<file path="src/rtl/mem_access_ctrl.sv">
// Sequencer/arbiter sharing one memory port between two round-robin requesters and key-transform commands.
// Reads take 2 edges accept-to-response; key sequences hold the code KEY_HOLD cycles and then return the key to 0.
module mem_access_ctrl #(
  parameter int ADDR_W   = 10,
  parameter int DATA_W   = 32,
  parameter int KEY_W    = 16,
  parameter int KEY_HOLD = 2
) (
  input  logic              clk,
  input  logic              rst_n,
  input  logic              req0_valid,
  input  logic              req0_write,
  input  logic [ADDR_W-1:0] req0_addr,
  input  logic [DATA_W-1:0] req0_wdata,
  output logic              req0_ready,
  output logic              rsp0_valid,
  output logic [DATA_W-1:0] rsp0_rdata,
  input  logic              req1_valid,
  input  logic              req1_write,
  input  logic [ADDR_W-1:0] req1_addr,
  input  logic [DATA_W-1:0] req1_wdata,
  output logic              req1_ready,
  output logic              rsp1_valid,
  output logic [DATA_W-1:0] rsp1_rdata,
  input  logic              key_cmd_valid,
  input  logic [KEY_W-1:0]  key_cmd_code,
  output logic              key_cmd_ready,
  output logic              key_busy,
  output logic              key_err,
  output logic [ADDR_W-1:0] mem_address,
  output logic [DATA_W-1:0] mem_write_data,
  output logic              mem_write,
  output logic [KEY_W-1:0]  mem_key_access,
  input  logic [DATA_W-1:0] mem_read_data,
  input  logic [KEY_W-1:0]  mem_key_echo
);

  localparam int CNT_W = (KEY_HOLD > 1) ? $clog2(KEY_HOLD) : 1;

  typedef enum logic [2:0] {IDLE, ISSUE, CAPTURE, KEY_APPLY, KEY_CLEAR} state_t;

  state_t              state_q, state_d;
  logic                rr_q, rr_d;
  logic                gnt_q, gnt_d;
  logic                rd_q, rd_d;
  logic [CNT_W-1:0]    cnt_q, cnt_d;
  logic [ADDR_W-1:0]   addr_q, addr_d;
  logic [DATA_W-1:0]   wdata_q, wdata_d;
  logic                wr_q, wr_d;
  logic [KEY_W-1:0]    key_q, key_d;
  logic                busy_q, busy_d;
  logic                err_q, err_d;
  logic                rsp0_vld_q, rsp0_vld_d, rsp1_vld_q, rsp1_vld_d;
  logic [DATA_W-1:0]   rsp0_dat_q, rsp0_dat_d, rsp1_dat_q, rsp1_dat_d;

  logic idle, pick1, key_legal, sel_write;

  // rr_q=0 favours req0; a lone valid requester always wins
  assign idle          = (state_q == IDLE);
  assign pick1         = req1_valid & (~req0_valid | rr_q);
  assign key_cmd_ready = idle & key_cmd_valid;
  assign req0_ready    = idle & ~key_cmd_valid & req0_valid & ~pick1;
  assign req1_ready    = idle & ~key_cmd_valid & pick1;
  assign sel_write     = pick1 ? req1_write : req0_write;
  assign key_legal     = (key_cmd_code == KEY_W'(16'h0032)) || (key_cmd_code == KEY_W'(16'h0087)) ||
                         (key_cmd_code == KEY_W'(16'h1024)) || (key_cmd_code == KEY_W'(16'h0324));

  always_comb begin
    state_d    = state_q;
    rr_d       = rr_q;
    gnt_d      = gnt_q;
    rd_d       = rd_q;
    cnt_d      = cnt_q;
    addr_d     = addr_q;
    wdata_d    = wdata_q;
    wr_d       = 1'b0;
    key_d      = key_q;
    busy_d     = busy_q;
    err_d      = 1'b0;
    rsp0_vld_d = 1'b0;
    rsp1_vld_d = 1'b0;
    rsp0_dat_d = rsp0_dat_q;
    rsp1_dat_d = rsp1_dat_q;
    case (state_q)
      IDLE: begin
        if (key_cmd_valid) begin
          if (key_legal) begin
            key_d   = key_cmd_code;
            cnt_d   = CNT_W'(KEY_HOLD - 1);
            busy_d  = 1'b1;
            state_d = KEY_APPLY;
          end else begin
            err_d = 1'b1;
          end
        end else if (req0_ready || req1_ready) begin
          gnt_d   = pick1;
          addr_d  = pick1 ? req1_addr : req0_addr;
          wdata_d = pick1 ? req1_wdata : req0_wdata;
          wr_d    = sel_write;
          rd_d    = ~sel_write;
          rr_d    = ~pick1;
          state_d = ISSUE;
        end
      end
      ISSUE: state_d = rd_q ? CAPTURE : IDLE;
      CAPTURE: begin
        if (gnt_q) begin
          rsp1_vld_d = 1'b1;
          rsp1_dat_d = mem_read_data;
        end else begin
          rsp0_vld_d = 1'b1;
          rsp0_dat_d = mem_read_data;
        end
        state_d = IDLE;
      end
      KEY_APPLY: begin
        if (cnt_q == '0) begin
          err_d   = (mem_key_echo != key_q);
          key_d   = '0;
          state_d = KEY_CLEAR;
        end else begin
          cnt_d = cnt_q - CNT_W'(1);
        end
      end
      KEY_CLEAR: begin
        busy_d  = 1'b0;
        state_d = IDLE;
      end
      default: state_d = IDLE;
    endcase
  end

  always_ff @(posedge clk or negedge rst_n) begin
    if (!rst_n) begin
      state_q    <= IDLE;
      rr_q       <= 1'b0;
      gnt_q      <= 1'b0;
      rd_q       <= 1'b0;
      cnt_q      <= '0;
      addr_q     <= '0;
      wdata_q    <= '0;
      wr_q       <= 1'b0;
      key_q      <= '0;
      busy_q     <= 1'b0;
      err_q      <= 1'b0;
      rsp0_vld_q <= 1'b0;
      rsp1_vld_q <= 1'b0;
      rsp0_dat_q <= '0;
      rsp1_dat_q <= '0;
    end else begin
      state_q    <= state_d;
      rr_q       <= rr_d;
      gnt_q      <= gnt_d;
      rd_q       <= rd_d;
      cnt_q      <= cnt_d;
      addr_q     <= addr_d;
      wdata_q    <= wdata_d;
      wr_q       <= wr_d;
      key_q      <= key_d;
      busy_q     <= busy_d;
      err_q      <= err_d;
      rsp0_vld_q <= rsp0_vld_d;
      rsp1_vld_q <= rsp1_vld_d;
      rsp0_dat_q <= rsp0_dat_d;
      rsp1_dat_q <= rsp1_dat_d;
    end
  end

  assign mem_address    = addr_q;
  assign mem_write_data = wdata_q;
  assign mem_write      = wr_q;
  assign mem_key_access = key_q;
  assign key_busy       = busy_q;
  assign key_err        = err_q;
  assign rsp0_valid     = rsp0_vld_q;
  assign rsp1_valid     = rsp1_vld_q;
  assign rsp0_rdata     = rsp0_dat_q;
  assign rsp1_rdata     = rsp1_dat_q;

endmodule

</file>
<file path="config.mk">
export PLATFORM = sky130hd
export DESIGN_NAME = mem_access_ctrl
export DESIGN_NICKNAME = d
export VERILOG_FILES = /design/src/rtl/mem_access_ctrl.sv
export SDC_FILE = /design/constraint.sdc
export NUM_CORES = 1
export LEC_CHECK = 0
export ABC_AREA = 1
export ABC_CLOCK_PERIOD_IN_PS = 2850
export CAP_MARGIN = 30
export CORE_MARGIN = 8
export CORE_UTILIZATION = 44
export DETAILED_ROUTE_END_ITERATION = 10
export PLACE_DENSITY = 0.87
export SKIP_LAST_GASP = 1
export SLEW_MARGIN = 10
export SYNTH_ARGS = -nofsm -noshare
export SYNTH_HDL_FRONTEND = slang
export SYNTH_SLANG_ARGS = --single-unit
</file>
<file path="constraint.sdc">
create_clock -name clk -period 2.85 [get_ports clk]
set_input_delay 0.57 -clock clk [delete_from_list [all_inputs] [get_ports clk]]
set_output_delay 0.57 -clock clk [all_outputs]
set_load 0.05 [all_outputs]
</file>
==> summary.md <==
Setup violations remaining at the end of the flow were counted as 0. The number of fill cells in the layout was 922; the total negative slack for setup checks was 0 ps. The synthesized netlist occupies a cell area of 5740 um^2. The flop and latch count out of synthesis was 134. Among all stages on the critical path, the largest delay is contributed by sky130_fd_sc_hd__dfrtp_1. Summed over all layers, the routed wires come to 18.8 mm.

In the layout the commonest cells are sky130_fd_sc_hd__clkdlybuf4s50_1 (280), sky130_fd_sc_hd__nand2_1 (213), sky130_fd_sc_hd__dfrtp_1 (134). The die outline width is 130 um. Data on the critical path arrives at its endpoint at 1970 ps. Ranked by total cell area, the synthesized netlist is headed by sky130_fd_sc_hd__dfrtp_1 (58%), sky130_fd_sc_hd__nand2_1 (14%), sky130_fd_sc_hd__o21ai_0 (5.8%), sky130_fd_sc_hd__inv_1 (3.9%), sky130_fd_sc_hd__nand3_1 (3.7%). The Yosys step of the flow raised 0 warnings. Hold repair after CTS inserted 0 buffers. For the pin with the worst max-slew slack, the measured transition is 917 ps. The final route contains 5443 vias. The max capacitance violation total is 0, and the post-placement setup slack is 341 ps. Cell repeated most along the worst path: sky130_fd_sc_hd__nor2_4. The critical path is of the flip-flop to output port type.

The HPWL reported at the end of detailed placement is 14.0 mm, and the final standard cell area without fillers is 9370 um^2. In this run the biggest area consumer among cell types represents 58.4% of the synthesized area. Number of buffers inserted to repair setup after CTS: 0. For this run the aggregate overflow at the end of global routing stands at 0.

Number of detailed-route iterations in the first pass: 4. The number of clock buffers added by TritonCTS is 17. Critical path's top delay family: simple AND/OR/NAND/NOR gates. The run gives 314 ps as the minimum setup slack in the final design. The tightest min-delay check is of the input port to asynchronous set/reset pin type. Traced cell by cell, the critical path runs through nor2_1, nand2_1, nor2_4, inv_2, nor2_4, buf_4.

After synthesis, the netlist uses 23 different library cells. The tools report the number of antenna violations at the first check in global routing as 0. Averaged over all synthesized cells, the footprint is 8.64 um^2. After clock tree synthesis, the repair step resized 0 gates. The H-tree was split into 4 levels. The largest net degree at the start of global routing was 79; the worst clock skew was 7.73 ps. The number of buffers between clock root and the deepest sink is 2. In this run the power density over the cells is 1240 nW/um^2. For the number of clock sinks, the log shows 134.

Row generation in the floorplan step produced 41 rows. The number of nets handed over by synthesis was 820. The number of antenna diodes in the final layout is 0. Setup repair after global routing left no endpoint under its margin. The maximum cell stage delay along the critical path is 420 ps, and the worst vdd rail ir drop is 0.815 mV. The initial standard-cell utilization of the core is 45.3%. The critical path contains buffers and inverters numbering 2 combined.

The tree is rooted in a sky130_fd_sc_hd__clkbuf_16. TritonCTS built the clock tree. STA classifies the critical path startpoint as a flip-flop. In this run the vertical extent of the chip is 130 um. The library cell used most frequently in the layout, excluding fill and tap cells, is sky130_fd_sc_hd__clkdlybuf4s50_1.

The final core utilization came out at 73.9%. In this run the tightest slew margin relative to its limit is 38.8%. Dividing the final minimum period by the clock period gives 89.0%. Synthesis produced a netlist whose cell count is 665. The type of destination of the critical path was an output port. Using the TritonRoute via totals, the vias-per-cell ratio works out to 4.81.

The count of final hold-check violations was 0; the clock latency of the later-clocked register in the worst-skew pair was 410 ps. The floorplan step defined a core boundary enclosing 12700 um^2. From synthesis to final layout, the design area changed by 63.1%.

Along the worst path, the maximum fanout reaches 18. The required time of the worst setup path came out at 2280 ps. The die covers 17000 um^2.

The first global-routing pass estimated 29.5 mm of wire. In the routed design, unresolved DRC markers number 0. The clock slew at the register clock pins of the worst setup and hold paths is 60 ps, and the net total in the final layout is 1101. The flow ran to the end, and the final reports show no timing, DRC or antenna violations.

The tools report the post-detailed-placement cell area as 8720 um^2. The final-report max-slew violation count was 0; the post-route antenna net violation count was 0. The multi-input combinational cells in the finished layout cover a total of 1990 um^2.

After synthesis, flip-flops and latches occupy 58.4% of the total area. The via count of the first global-routing pass is 5704. The cell taking the most area after synthesis was sky130_fd_sc_hd__dfrtp_1. Global routing used 22.8% of the available tracks across all layers.

The run gives 175 ps as the final hold slack. The routed design could run at a clock period as short as 2540 ps. Timing would allow up to 394 MHz.

Summing all flip-flop and latch instances after layout gives 3350 um^2. Routability-driven placement finished with a final weighted congestion of 0.807. Buffers placed on the I/O ports in this run total 284. For this block, the initial DRC count from the detailed router was 285.

Dividing the detail-routed wire length by the instance count gives 16.6 um. In this run the count of I/O pins placed on the die edge is 285. Leakage dissipation: 4.34 nW. The fraction of final layout cells with drive strength greater than 1 was 5.74%.
-- worst reg2reg max path: cells and delay by family, from the launching register on --
family / cells / cell delay (ps)
simple gates: 4 / 570
buf+inv: 1 / 580
flops: 1 / 420
compound gates: 2 / 360
-- registers in the layout, summed over array words and instances, names as in the netlist, 3 cells and up --
| name | cells |
|---|---|
| mem_address | 10 |
| state_q | 3 |
| rsp0_rdata | 32 |
| mem_write_data | 32 |
| rsp1_rdata | 32 |
| mem_key_access | 16 |
-- power breakdown --
group | switching [mW] | internal [mW]
logic | 4.18 | 1.97
registers | 0.449 | 2.72
clock network | 0.804 | 1.51
total | 5.43 | 6.19
-- synth_stat cells --
cell type and count:
sky130_fd_sc_hd__dfrtp_1 134, sky130_fd_sc_hd__nand3b_1 1, sky130_fd_sc_hd__o21ai_4 2, sky130_fd_sc_hd__o22ai_1 1, sky130_fd_sc_hd__nand2_2 1, sky130_fd_sc_hd__xnor2_1 12, sky130_fd_sc_hd__clkbuf_1 14, sky130_fd_sc_hd__nand2_1 213
sky130_fd_sc_hd__nor2_1 57, sky130_fd_sc_hd__buf_4 4, sky130_fd_sc_hd__nand3_1 43, sky130_fd_sc_hd__o21ai_0 66, sky130_fd_sc_hd__nor2b_1 1, sky130_fd_sc_hd__clkinv_1 1, sky130_fd_sc_hd__nor3_2 1, sky130_fd_sc_hd__xor2_1 4
sky130_fd_sc_hd__inv_2 6, sky130_fd_sc_hd__buf_2 9, sky130_fd_sc_hd__buf_6 2, sky130_fd_sc_hd__a31oi_1 25, sky130_fd_sc_hd__inv_1 60, sky130_fd_sc_hd__nor2_4 3, sky130_fd_sc_hd__nand4_1 5
-- final timing paths --
kind | slack, ps | depth (start not counted) | endpoint | start
max in group asynchronous | 1900 | 2 | mem_write_data[15]$_DFFE_PN0P_ | rst_n
worst max register to register | 810 | 7 | mem_write_data[17]$_DFFE_PN0P_ | state_q[0]$_DFFE_PN0P_
worst min-delay path | 180 | 1 | rsp0_rdata[6]$_DFFE_PN0P_ | rst_n
worst min register to register | 460 | 1 | rsp0_valid$_DFF_PN0_ | gnt_q$_DFFE_PN0P_
min in group clk | 460 | 1 | rsp0_valid$_DFF_PN0_ | gnt_q$_DFFE_PN0P_
worst max-delay path | 310 | 6 | req1_ready | state_q[0]$_DFFE_PN0P_
-- area by class of cell --
cell class | instances | area share (%)
flip-flops and latches | 134 | 35.8
multi-input cells | 435 | 21.2
inverters | 67 | 2.69
repair buffers | 291 | 31.2
clock inverters | 12 | 1.86
clock buffers | 20 | 4.88
well taps | 172 | 2.30
-- layer usage --
| layer | track usage (%) | up-vias | wire length [um] |
|---|---|---|---|
| li1 | - | 2667 | - |
| met1 | 24.4 | 2540 | 6730 |
| met2 | 39.7 | 219 | 9840 |
| met3 | 9.47 | 17 | 1990 |
| met4 | 7.72 | 0 | 259 |
| met5 | 0 | - | 0 |
-- cells by family after synthesis --
family / share of synthesized area (%)
compound gates: 9.15
buf+inv: 6.99
flops: 58.4
xor+xnor: 2.44
simple gates: 23.0
-- metrics by stage --
step | cells | power, mW
after floorplan | 665 | 7.01
after global placement | 1098 | 9.19
after detailed placement | 1098 | 9.33
after CTS | 1130 | 11.7
after global routing | 1131 | 12.2
final | 1131 | 11.6
Power figures use the tool's default switching activity.
==> variant (same flow settings) <==
`ADDR_W`: 10 -> 12.
--- a/src/rtl/mem_access_ctrl.sv
+++ b/src/rtl/mem_access_ctrl.sv
@@ -2,5 +2,5 @@
 // Reads take 2 edges accept-to-response; key sequences hold the code KEY_HOLD cycles and then return the key to 0.
 module mem_access_ctrl #(
-  parameter int ADDR_W   = 10,
+  parameter int ADDR_W   = 12,
   parameter int DATA_W   = 32,
   parameter int KEY_W    = 16,
Ports: changed (resized mem_address, req0_addr and req1_addr); port bits go from 285 to 291. The function was not compared with the original's and may differ.
==> variant against the original RTL <==
- synthesized area is 0.57% higher
- largest power group unchanged
- sequential cell count up 2
- global-route usage about the same
- core utilization decreased by 1.1 points
- design area rose by 1.4%
- worst setup slack gained 0.049 ns
- power grew 1.1%
- first-iteration DRC count increased by 16%
- wire length increased by 2.8%
==> variant: results (changes against the original RTL) <==
metric	value	unit	change
outcome	completed		unchanged
fraction of layout cells with a size suffix above 1	5.52	%	was 5.74%
Max Clock Skew	0.00814	ns	was 0.00773 ns
Max rail drop VDD	0.000948	V	was 0.000815 V
vias per std cell	4.88		was 4.81
maximum number of pins on one net before global-route repair	91		was 79
Final nets	1126		was 1,101
synth unique cells	21		was 23
origin of the critical flop-to-flop path	state_q[0]		unchanged
Synth area leaders	dfrtp_1, nand2_1, o21ai_0		unchanged
most used flip-flop cell after synthesis	dfrtp_1		unchanged
total length of routed wires	19300	um	was 18,800 um
Least-Margin Pin Slew	0.813	ns	was 0.917 ns
Slowest cell on crit path	dfrtp_1		unchanged
post-synth net total	835		was 820
H-tree level count	4		unchanged
commonest cells in the synthesized netlist	nand2_1, dfrtp_1, o21ai_0, inv_1, nor2_1		unchanged
minimum setup slack among reg-to-reg paths	0.50	ns	was 0.81 ns
clock root cell	clkbuf_16		unchanged
RePlAce Congestion	0.827		was 0.807
worst-case reg-to-reg path depth	8		was 7
detailed-placement wirelength estimate	14600	um	was 14,000 um
total setup buffers inserted after CTS	0		unchanged
input/output buffers	290		was 284
leakage component of the power	4.38	nW	was 4.34 nW
sequential fraction of the synthesis area	58.9	%	was 58.4%
drt initial violations	331		was 285
total global routing track utilization	22.8	%	about the same
delay contributed by the slowest stage of the critical path	0.42	ns	about the same
maximum root-to-sink buffer count	2		unchanged
maximum fanout along the worst path	5		was 18
endpoint of the lowest-slack register-to-register path	mem_address[10]		was mem_write_data[17]
global-route wire length before repair	29700	um	was 29,500 um
via count of the first global-routing pass	5808		was 5,704
share of flip-flops with an asynchronous set or reset after synthesis	100	%	unchanged
CP arrival	1.92	ns	was 1.97 ns
tightest hold margin	0.0760	ns	was 0.175 ns
final antenna diode count	0		unchanged
variant: cells by family after synthesis:
family                 Yosys count  synth area share (%)
AO/OA/AOI/OAI                   96                  9.05
XOR/XNOR                        15                  2.27
buffers and inverters           97                  6.74
AND/OR/NAND/NOR                332                  23.0
flip-flops                     136                  58.9
variant: routing by layer:
| metal | part of all wire, % | GRT usage, % | vias up |
|---|---|---|---|
| li1 | - | - | 2727 |
| met1 | 37 | 24.2 | 2634 |
| met2 | 50 | 38.9 | 235 |
| met3 | 11 | 10.3 | 35 |
| met4 | 3.0 | 8.71 | 0 |
| met5 | 0 | 0 | - |
variant: through the flow:
stage          worst slack (ns)  std cells  instance area (sq um)
4_1_cts                   0.321       1154                   9470
2_1_floorplan             0.872        676                   5780
3_5_place_dp              0.280       1123                   8860
3_3_place_gp              0.381       1123                   8860
6_report                  0.363       1155                   9490
5_1_grt                   0.184       1155                   9490
variant: cell type report:
cell class,count,area [sq um]
Fill cell,958,3540
Sequential cell,136,3400
Timing Repair Buffer,302,3020
Multi-Input combinational cell,443,1980
Clock buffer,19,433
Inverter,67,251
Tap cell,176,220
Clock inverter,12,178
variant: report_power, final:
part	switching, mW	leakage (nW)	internal (mW)
Clock	0.803	0.285	1.46
Combinational	4.26	2.43	2.01
Sequential	0.462	1.67	2.76
Total	5.52	4.38	6.23
variant: worst max path at each step:
stage               cells after the start  startpoint                 end  slack (ns)
floorplan                               5  req0_valid          req0_ready        0.87
global placement                        9  req0_valid  mem_write_data[17]        0.38
detailed placement                      9  req0_valid   mem_write_data[7]        0.28
CTS                                     6  state_q[0]          req1_ready        0.32
global route                            6  state_q[0]          req1_ready        0.18
finish                                  6  state_q[0]          req1_ready        0.36
variant: worst max-delay path: cells and delay by family (launching register included):
kind                   cells  cell delay, ns
AND/OR/NAND/NOR            4            0.71
flip-flops                 1            0.42
buffers and inverters      2            0.39
